==> src/rtl/bus_arb_pkg.sv <==
// Shared types and constants for the icache/dcache bus arbiter.
package bus_arb_pkg;

   // Arbiter sequencing states.
   typedef enum logic [1:0] {
      IDLE       = 2'd0,
      GRANTED    = 2'd1,
      READ_RESP  = 2'd2,
      WRITE_DATA = 2'd3
   } arb_state_e;

   // Current (or last) bus owner.
   typedef enum logic [1:0] {
      OWN_NONE = 2'd0,
      OWN_I    = 2'd1,
      OWN_D    = 2'd2
   } owner_e;

   localparam int BEATS_PER_LINE  = 8;
   localparam int WR_TAG_BIT      = 12;
   localparam int WATCHDOG_CYCLES = 16;
   localparam int BEAT_CNT_WIDTH  = 4;
   localparam int WD_CNT_WIDTH    = $clog2(WATCHDOG_CYCLES);

endpackage

==> src/rtl/bus_arbiter_if.sv <==
// One request/response bus link. The master side issues requests and
// acknowledges responses; the slave side accepts requests and returns data.
interface bus_arbiter_if #(
   parameter int DATA_WIDTH = 64,
   parameter int TAG_WIDTH  = 13
);
   logic                  reqcyc;
   logic [DATA_WIDTH-1:0] req;
   logic [TAG_WIDTH-1:0]  reqtag;
   logic                  respack;
   logic                  reqack;
   logic                  respcyc;
   logic [DATA_WIDTH-1:0] resp;
   logic [TAG_WIDTH-1:0]  resptag;

   modport master (
      output reqcyc, req, reqtag, respack,
      input  reqack, respcyc, resp, resptag
   );

   modport slave (
      input  reqcyc, req, reqtag, respack,
      output reqack, respcyc, resp, resptag
   );
endinterface

==> src/rtl/bus_arbiter.sv <==
// Two-requester (icache/dcache) arbiter for a single system bus. Ownership
// is granted round-robin from IDLE and held for one full line transfer
// (8 beats read or write), or until the idle watchdog fires.
module bus_arbiter
   import bus_arb_pkg::*;
#(
   parameter int BUS_DATA_WIDTH = 64,
   parameter int BUS_TAG_WIDTH  = 13
) (
   input  logic          clk,
   input  logic          reset,
   input  logic          i_bus_assert,
   input  logic          d_bus_assert,
   output logic          i_has_bus,
   output logic          d_has_bus,
   bus_arbiter_if.slave  i_bus,
   bus_arbiter_if.slave  d_bus,
   bus_arbiter_if.master sys_bus
);

   localparam logic [BEAT_CNT_WIDTH-1:0] BEAT_LAST = BEAT_CNT_WIDTH'(BEATS_PER_LINE - 1);
   localparam logic [WD_CNT_WIDTH-1:0]   WD_LAST   = WD_CNT_WIDTH'(WATCHDOG_CYCLES - 1);

   arb_state_e                state_reg;
   owner_e                    owner_reg;
   owner_e                    last_grant_reg;
   logic [BEAT_CNT_WIDTH-1:0] beat_cnt_reg;
   logic [WD_CNT_WIDTH-1:0]   wd_cnt_reg;
   logic                      i_has_bus_reg;
   logic                      d_has_bus_reg;

   logic                      owner_reqcyc;
   logic [BUS_DATA_WIDTH-1:0] owner_req;
   logic [BUS_TAG_WIDTH-1:0]  owner_reqtag;
   logic                      owner_respack;
   logic                      resp_phase;

   // Responses are only meaningful once a request has been accepted.
   assign resp_phase = (state_reg == READ_RESP) || (state_reg == WRITE_DATA);

   // Route the owner's request onto the bus and the bus responses back to the owner only.
   always_comb begin
      owner_reqcyc   = 1'b0;
      owner_req      = '0;
      owner_reqtag   = '0;
      owner_respack  = 1'b0;
      i_bus.reqack   = 1'b0;
      i_bus.respcyc  = 1'b0;
      i_bus.resp     = '0;
      i_bus.resptag  = '0;
      d_bus.reqack   = 1'b0;
      d_bus.respcyc  = 1'b0;
      d_bus.resp     = '0;
      d_bus.resptag  = '0;
      case (owner_reg)
         OWN_I: begin
            owner_reqcyc  = i_bus.reqcyc;
            owner_req     = i_bus.req;
            owner_reqtag  = i_bus.reqtag;
            owner_respack = i_bus.respack;
            i_bus.reqack  = sys_bus.reqack;
            i_bus.respcyc = resp_phase & sys_bus.respcyc;
            if (resp_phase) begin
               i_bus.resp    = sys_bus.resp;
               i_bus.resptag = sys_bus.resptag;
            end
         end
         OWN_D: begin
            owner_reqcyc  = d_bus.reqcyc;
            owner_req     = d_bus.req;
            owner_reqtag  = d_bus.reqtag;
            owner_respack = d_bus.respack;
            d_bus.reqack  = sys_bus.reqack;
            d_bus.respcyc = resp_phase & sys_bus.respcyc;
            if (resp_phase) begin
               d_bus.resp    = sys_bus.resp;
               d_bus.resptag = sys_bus.resptag;
            end
         end
         default: ;
      endcase
   end

   assign sys_bus.reqcyc  = owner_reqcyc;
   assign sys_bus.req     = owner_req;
   assign sys_bus.reqtag  = owner_reqtag;
   assign sys_bus.respack = owner_respack;
   assign i_has_bus       = i_has_bus_reg;
   assign d_has_bus       = d_has_bus_reg;

   // Grant FSM: owner selection, beat counting, watchdog and registered grants.
   always_ff @(posedge clk) begin
      if (reset) begin
         state_reg      <= IDLE;
         owner_reg      <= OWN_NONE;
         last_grant_reg <= OWN_I;
         beat_cnt_reg   <= '0;
         wd_cnt_reg     <= '0;
         i_has_bus_reg  <= 1'b0;
         d_has_bus_reg  <= 1'b0;
      end else begin
         case (state_reg)
            IDLE: begin
               wd_cnt_reg <= '0;
               // dcache wins a tie unless it was the last owner.
               if (d_bus_assert && (!i_bus_assert || last_grant_reg == OWN_I)) begin
                  owner_reg      <= OWN_D;
                  last_grant_reg <= OWN_D;
                  d_has_bus_reg  <= 1'b1;
                  state_reg      <= GRANTED;
               end else if (i_bus_assert) begin
                  owner_reg      <= OWN_I;
                  last_grant_reg <= OWN_I;
                  i_has_bus_reg  <= 1'b1;
                  state_reg      <= GRANTED;
               end
            end
            GRANTED: begin
               if (owner_reqcyc && sys_bus.reqack) begin
                  beat_cnt_reg <= '0;
                  wd_cnt_reg   <= '0;
                  state_reg    <= owner_reqtag[WR_TAG_BIT] ? WRITE_DATA : READ_RESP;
               end else if (owner_reqcyc) begin
                  wd_cnt_reg <= '0;
               end else if (wd_cnt_reg == WD_LAST) begin
                  state_reg     <= IDLE;
                  owner_reg     <= OWN_NONE;
                  i_has_bus_reg <= 1'b0;
                  d_has_bus_reg <= 1'b0;
                  wd_cnt_reg    <= '0;
               end else begin
                  wd_cnt_reg <= wd_cnt_reg + 1'b1;
               end
            end
            READ_RESP, WRITE_DATA: begin
               // Reads count response beats, writes count the owner's data beats.
               if ((state_reg == READ_RESP) ? sys_bus.respcyc : owner_reqcyc) begin
                  if (beat_cnt_reg == BEAT_LAST) begin
                     state_reg     <= IDLE;
                     owner_reg     <= OWN_NONE;
                     i_has_bus_reg <= 1'b0;
                     d_has_bus_reg <= 1'b0;
                     beat_cnt_reg  <= '0;
                  end else begin
                     beat_cnt_reg <= beat_cnt_reg + 1'b1;
                  end
               end
            end
            default: state_reg <= IDLE;
         endcase
      end
   end

endmodule

==> src/flat_wrapper.sv <==
// flat-port wrapper written by rule: the top's interface ports become plain ports
module bus_arbiter_flat import bus_arb_pkg::*;
#(
   parameter int BUS_DATA_WIDTH = 64,
   parameter int BUS_TAG_WIDTH  = 13
)
  (clk, reset, i_bus_assert, d_bus_assert, i_has_bus, d_has_bus, i_bus_reqcyc, i_bus_req, i_bus_reqtag, i_bus_respack, i_bus_reqack, i_bus_respcyc, i_bus_resp, i_bus_resptag, d_bus_reqcyc, d_bus_req, d_bus_reqtag, d_bus_respack, d_bus_reqack, d_bus_respcyc, d_bus_resp, d_bus_resptag, sys_bus_reqcyc, sys_bus_req, sys_bus_reqtag, sys_bus_respack, sys_bus_reqack, sys_bus_respcyc, sys_bus_resp, sys_bus_resptag);
  bus_arbiter_if #(.DATA_WIDTH(64), .TAG_WIDTH(13)) i_bus_i ();
  bus_arbiter_if #(.DATA_WIDTH(64), .TAG_WIDTH(13)) d_bus_i ();
  bus_arbiter_if #(.DATA_WIDTH(64), .TAG_WIDTH(13)) sys_bus_i ();
  input  logic clk;
  input  logic reset;
  input  logic i_bus_assert;
  input  logic d_bus_assert;
  output logic i_has_bus;
  output logic d_has_bus;
  input wire logic [$bits(i_bus_i.reqcyc)-1:0] i_bus_reqcyc;
  input wire logic [$bits(i_bus_i.req)-1:0] i_bus_req;
  input wire logic [$bits(i_bus_i.reqtag)-1:0] i_bus_reqtag;
  input wire logic [$bits(i_bus_i.respack)-1:0] i_bus_respack;
  output wire logic [$bits(i_bus_i.reqack)-1:0] i_bus_reqack;
  output wire logic [$bits(i_bus_i.respcyc)-1:0] i_bus_respcyc;
  output wire logic [$bits(i_bus_i.resp)-1:0] i_bus_resp;
  output wire logic [$bits(i_bus_i.resptag)-1:0] i_bus_resptag;
  input wire logic [$bits(d_bus_i.reqcyc)-1:0] d_bus_reqcyc;
  input wire logic [$bits(d_bus_i.req)-1:0] d_bus_req;
  input wire logic [$bits(d_bus_i.reqtag)-1:0] d_bus_reqtag;
  input wire logic [$bits(d_bus_i.respack)-1:0] d_bus_respack;
  output wire logic [$bits(d_bus_i.reqack)-1:0] d_bus_reqack;
  output wire logic [$bits(d_bus_i.respcyc)-1:0] d_bus_respcyc;
  output wire logic [$bits(d_bus_i.resp)-1:0] d_bus_resp;
  output wire logic [$bits(d_bus_i.resptag)-1:0] d_bus_resptag;
  output wire logic [$bits(sys_bus_i.reqcyc)-1:0] sys_bus_reqcyc;
  output wire logic [$bits(sys_bus_i.req)-1:0] sys_bus_req;
  output wire logic [$bits(sys_bus_i.reqtag)-1:0] sys_bus_reqtag;
  output wire logic [$bits(sys_bus_i.respack)-1:0] sys_bus_respack;
  input wire logic [$bits(sys_bus_i.reqack)-1:0] sys_bus_reqack;
  input wire logic [$bits(sys_bus_i.respcyc)-1:0] sys_bus_respcyc;
  input wire logic [$bits(sys_bus_i.resp)-1:0] sys_bus_resp;
  input wire logic [$bits(sys_bus_i.resptag)-1:0] sys_bus_resptag;
  assign i_bus_i.reqcyc = i_bus_reqcyc;
  assign i_bus_i.req = i_bus_req;
  assign i_bus_i.reqtag = i_bus_reqtag;
  assign i_bus_i.respack = i_bus_respack;
  assign i_bus_reqack = i_bus_i.reqack;
  assign i_bus_respcyc = i_bus_i.respcyc;
  assign i_bus_resp = i_bus_i.resp;
  assign i_bus_resptag = i_bus_i.resptag;
  assign d_bus_i.reqcyc = d_bus_reqcyc;
  assign d_bus_i.req = d_bus_req;
  assign d_bus_i.reqtag = d_bus_reqtag;
  assign d_bus_i.respack = d_bus_respack;
  assign d_bus_reqack = d_bus_i.reqack;
  assign d_bus_respcyc = d_bus_i.respcyc;
  assign d_bus_resp = d_bus_i.resp;
  assign d_bus_resptag = d_bus_i.resptag;
  assign sys_bus_reqcyc = sys_bus_i.reqcyc;
  assign sys_bus_req = sys_bus_i.req;
  assign sys_bus_reqtag = sys_bus_i.reqtag;
  assign sys_bus_respack = sys_bus_i.respack;
  assign sys_bus_i.reqack = sys_bus_reqack;
  assign sys_bus_i.respcyc = sys_bus_respcyc;
  assign sys_bus_i.resp = sys_bus_resp;
  assign sys_bus_i.resptag = sys_bus_resptag;
  bus_arbiter #(.BUS_DATA_WIDTH(BUS_DATA_WIDTH), .BUS_TAG_WIDTH(BUS_TAG_WIDTH)) u_core (.clk(clk), .reset(reset), .i_bus_assert(i_bus_assert), .d_bus_assert(d_bus_assert), .i_has_bus(i_has_bus), .d_has_bus(d_has_bus), .i_bus(i_bus_i), .d_bus(d_bus_i), .sys_bus(sys_bus_i));
endmodule
==> config.mk <==
export PLATFORM = sky130hd
export DESIGN_NAME = bus_arbiter_flat
export DESIGN_NICKNAME = d
export VERILOG_FILES = /design/src/rtl/bus_arb_pkg.sv /design/src/rtl/bus_arbiter_if.sv /design/src/rtl/bus_arbiter.sv /design/src/flat_wrapper.sv
export SDC_FILE = /design/constraint.sdc
export NUM_CORES = 1
export LEC_CHECK = 0
export ABC_AREA = 1
export CORE_AREA = 2 2 184 186
export DETAILED_ROUTE_END_ITERATION = 6
export DIE_AREA = 0 0 186 188
export HOLD_SLACK_MARGIN = 0.1
export MAX_ROUTING_LAYER = met4
export PLACE_DENSITY_LB_ADDON = 0.12
export SYNTH_ARGS = -nofsm -noshare
export SYNTH_HDL_FRONTEND = slang
export SYNTH_SLANG_ARGS = --single-unit
export TNS_END_PERCENT = 30
==> constraint.sdc <==
create_clock -name clk -period 3.8 [get_ports clk]
set_clock_uncertainty 0.2 [all_clocks]
set_input_delay 0.95 -clock clk [delete_from_list [all_inputs] [get_ports clk]]
set_output_delay 0.95 -clock clk [all_outputs]
set_load 0.005 [all_outputs]
# Word-level counts from Yosys, hierarchy flattened
# Cells that the tools add are included.
# word_totals
regBits,16
# classes
add_sub_neg,2
n_eq_ne,20
n_reduce_logical,16
mux,45
bitwise_logic,1
# ops
op,n
2-to-1 mux 64 bit,3
case mux 64 bit (2 select lines),1
2-to-1 mux 13 bit,3
case mux 13 bit (2 select lines),1
2-to-1 mux 4 bit,6
2-to-1 mux 2 bit,9
case mux 4 bit (2 select lines),2
2-to-1 mux 1 bit,14
case mux 2 bit (3 select lines),2
AND reduction 6 bit,2
inequality test 2 x 1 -> 1 bit (second input constant),5
adder 4 x 1 -> 4 bit (second input constant),2
inequality test 2 bit (second input constant),4
AND reduction 7 bit,1
equality test 2 x 1 -> 1 bit (second input constant),3
equality test 2 bit (second input constant),3
case mux 1 bit (3 select lines),2
nonzero test 2 bit,3
AND reduction 5 bit,1
equality test 4 x 3 -> 1 bit (second input constant),1
equality test 4 bit (second input constant),1
case mux 1 bit (2 select lines),2
inequality test 3 x 1 -> 1 bit (second input constant),1
inequality test 3 x 2 -> 1 bit (second input constant),1
other kinds (9),11

# Logic depth before layout (Yosys ltp)
# logic_depth
word_depth,5
mapped_depth,13
depth_no_buf,12

# Least setup slack after synthesis
# No wires, ideal clock.
# synth_timing
kind,reg-to-output
start,reg u_core.owner_reg[0]
end,out d_bus_resp[55]
path_slack_ns,1.285
arrival_time_ns,1.365
path_stages_with_launch,8
cell_sequence,dfxtp_1 inv_1 ha_1 buf_4 inv_2 buf_2 clkbuf_1 nor3_1
# synth_via
elab_chain_cells,2
# synth_rtl
element,line,rtl
start: declaration,bus_arbiter.sv:25,owner_e owner_reg;
start signal: assignment,bus_arbiter.sv:95,owner_reg <= OWN_NONE;
start signal: assignment,bus_arbiter.sv:107,owner_reg <= OWN_D;
start signal: assignment,bus_arbiter.sv:112,owner_reg <= OWN_I;
equality test 2 bit,bus_arbiter.sv:55,case (owner_reg)
2-to-1 mux 64 bit,bus_arbiter.sv:55,
end: declaration,flat_wrapper.sv:31,output wire logic [$bits(d_bus_i.resp)-1:0] d_bus_resp;
# Every way passes these cells.

# Worst setup path after layout
# layout_timing
start,in i_bus_req[2]
end,out sys_bus_req[2]
# layout_via
elab_chain_cells,1
# layout_rtl
element,line,rtl
start: declaration,flat_wrapper.sv:18,input wire logic [$bits(i_bus_i.req)-1:0] i_bus_req;
case mux 64 bit (2 select lines),bus_arbiter.sv:55,
end: declaration,flat_wrapper.sv:34,output wire logic [$bits(sys_bus_i.req)-1:0] sys_bus_req;
# Every way passes these cells.

==> results.md <==
* Outcome: finished, final reports clean
* Fill cells at 3,733
* Vias at 5,863
* Critical Path AT at 2400 ps
* Total power at 0.00292 W
* Site row count at 67
* Family with the most delay on the worst path: buffers and inverters
* Peak VDD IR at 0.000317 V
* Clock buffer depth at 2
* Final GP Congestion at 0.864
* Worst Setup End Kind: output port
* DRC at 0
* Final Max Tran Viols at 0
* Post-Route WL at 27.0 mm
* Crit path cell chain: clkdlybuf4s50_1, nand2_1, a21oi_1, clkdlybuf4s50_1
* Power per cell area at 334 nW/um2
* Final min period at 3550 ps
* Wire length on met2 at 14.3 mm
* I/O pin total at 480
* Startpoint Class: input port
* CTS Buf Count at 3
* Tcrit/Tclk final at 93.4%
* Fin nets at 1,361
* Post-synthesis cell area at 3300 um2
* Slowest stage cell, crit path: clkdlybuf4s50_1
* Worst relative slew slack at 55.8%
* Vias in the first global route at 5,628
* Core area at 33,100 um2
* Most frequent cells in the layout: clkdlybuf4s50_1 (479), nand2_1 (187), nor3_1 (157)
* Post-CTS sizing at 0
* H-Tree Depth at 1
* WL met3 at 1.37 mm
* First-pass GRT wire length at 37.3 mm
* Max Fclk at 282 MHz
* CTS tree: built
* Largest net degree at the start of global routing at 61
* Top cell type by total area after synthesis: nor3_1
* Top cells by area, synth: nor3_1 (24%), nand2_1 (21%), a21oi_1 (13%), inv_1 (11%), dfxtp_1 (9.7%)
* Max Cap Viol at 0
* Crit path required time at 2650 ps
* HPWL Detailed at 22.3 mm
* Cell Area, Placed at 8650 um2
* Pre-Repair DR Iteration Count at 6
* Critical path class: input port to output port
* Synth warn at 0
* Critical path buffer and inverter count at 2
* Worst-Margin Slew at 662 ps
* Gr usage total at 14.7%
* Die H at 188 um
* Yosys cell types at 29
* Post-synthesis area per instance at 4.94 um2
* GRT overflow at 0
* Worst-path maximum fanout at 1
* Seq/Total Area, Yosys at 9.69%
* Final Worst Setup Slack at 251 ps
* Final setup viols at 0
* Initial Util at 9.98%
* Fin area at 8730 um2
* Clock transition at path regs at 50 ps
* Post-Syn Nets at 915
* Die area at 35,000 um2
* Area delta synth->final at 164%
* Vias per cell at 3.75
* Hold crit path type: register to register
* Commonest non-fill, non-tap cell in the layout: clkdlybuf4s50_1
* Final Hold Vio Count at 0
* Clock Root Buffer: clkbuf_16
* Initial DRC count at 173
* Top-area cell type share of the netlist area at 23.8%
* CTS hold repair buffers at 0
* Synth Register Bits at 16
* Worst-skew pair later-pin latency at 240 ps
* P_leak at 3.07 nW
* Setup Buffers After CTS at 0
* RSZ-0062 raised after global routing: false
* Synth Instances at 669
* Antenna violations before repair at 1
* CP most frequent cell: clkdlybuf4s50_1
* Clock sinks at 16
* Layout cells sized above 1 at 4.85%
* Setup TNS Final at 0 ps
* Routed WL per cell at 17.3 um
* Die W at 186 um
* Crit-path max cell delay at 600 ps
* Worst slack at placement at 233 ps
* Top Layer Used: met4
* Met1 Wirelength at 10.7 mm
* Port bufs at 479
* Final antenna-violating net count at 0
==> routing by layer <==
layer / vias up / track usage, %
met1: 2595 / 16.1
met3: 32 / 1.61
li1: 3041 / -
met5: - / -
met2: 195 / 28.0
met4: 0 / 3.00
==> worst paths after layout <==
check | startpoint | end | slack (ps) | depth (start not counted)
max | i_bus_req[2] | sys_bus_req[2] | 250 | 4
min reg2reg | u_core.d_has_bus | u_core.d_has_bus | 280 | 2
max reg2reg | u_core.owner_reg[0] | u_core.wd_cnt_reg[1] | 1640 | 8
min | u_core.d_has_bus | u_core.d_has_bus | 280 | 2
==> logic make-up (layout without fill, tap and decap cells) <==
kind of cell    Yosys count  in the layout  synth area share (%)
flops                    16             16                  9.69
other cells               0              1                     0
fa+ha+maj                 5              5                  1.89
compound gates          105            105                  17.1
simple gates            379            379                  51.5
buf+inv                 164            608                  19.8
==> tightest hold or removal path: stages, from the launching register on <==
cell and delay, ps:
dfxtp_1 310, nand2_1 80, a21oi_2 40
==> cells in the mapped netlist <==
master and instances:
a21oi_1 88, inv_2 8, nand2_1 187, dfxtp_1 16
nand2_2 4, nand2_4 1, a211oi_1 2, or2_1 1
nor2_1 9, a31oi_1 1, nor3_1 157, nor2_4 1
buf_1 1, nand4_1 4, a21oi_4 1, nand3_2 2
nand3_1 9, clkinv_1 1, o21ai_0 6, buf_2 23
clkbuf_1 35, buf_4 3, ha_1 5, nand3_4 1
nor2_2 3, a21boi_4 1, a21oi_2 2, inv_1 93
o21ai_1 4
==> layout make-up <==
cell class / count / area, um2 / area share [%]
antenna: 1 / 2.50 / 0.0287
tap: 448 / 561 / 6.42
multi-input combinational: 489 / 2330 / 26.7
inverter: 102 / 385 / 4.42
timing repair buffer: 503 / 5050 / 57.9
clock buffer: 3 / 75.1 / 0.860
sequential: 16 / 320 / 3.67
==> report_power, final <==
part	total, W	internal (W)	switching [W]
sequential	0.000244	0.000213	0.0000303
combinational	0.00247	0.00107	0.00140
clock	0.000202	0.000138	0.0000640
==> stage by stage <==
stage,instances,utilization (%),hold slack [ps]
finish,1562,26.4,276
CTS,1561,26.3,278
detailed placement,1558,26.1,266
global route,1562,26.4,299
global placement,1558,26.1,262
floorplan,669,-,249
Power figures use the tool's default switching activity.
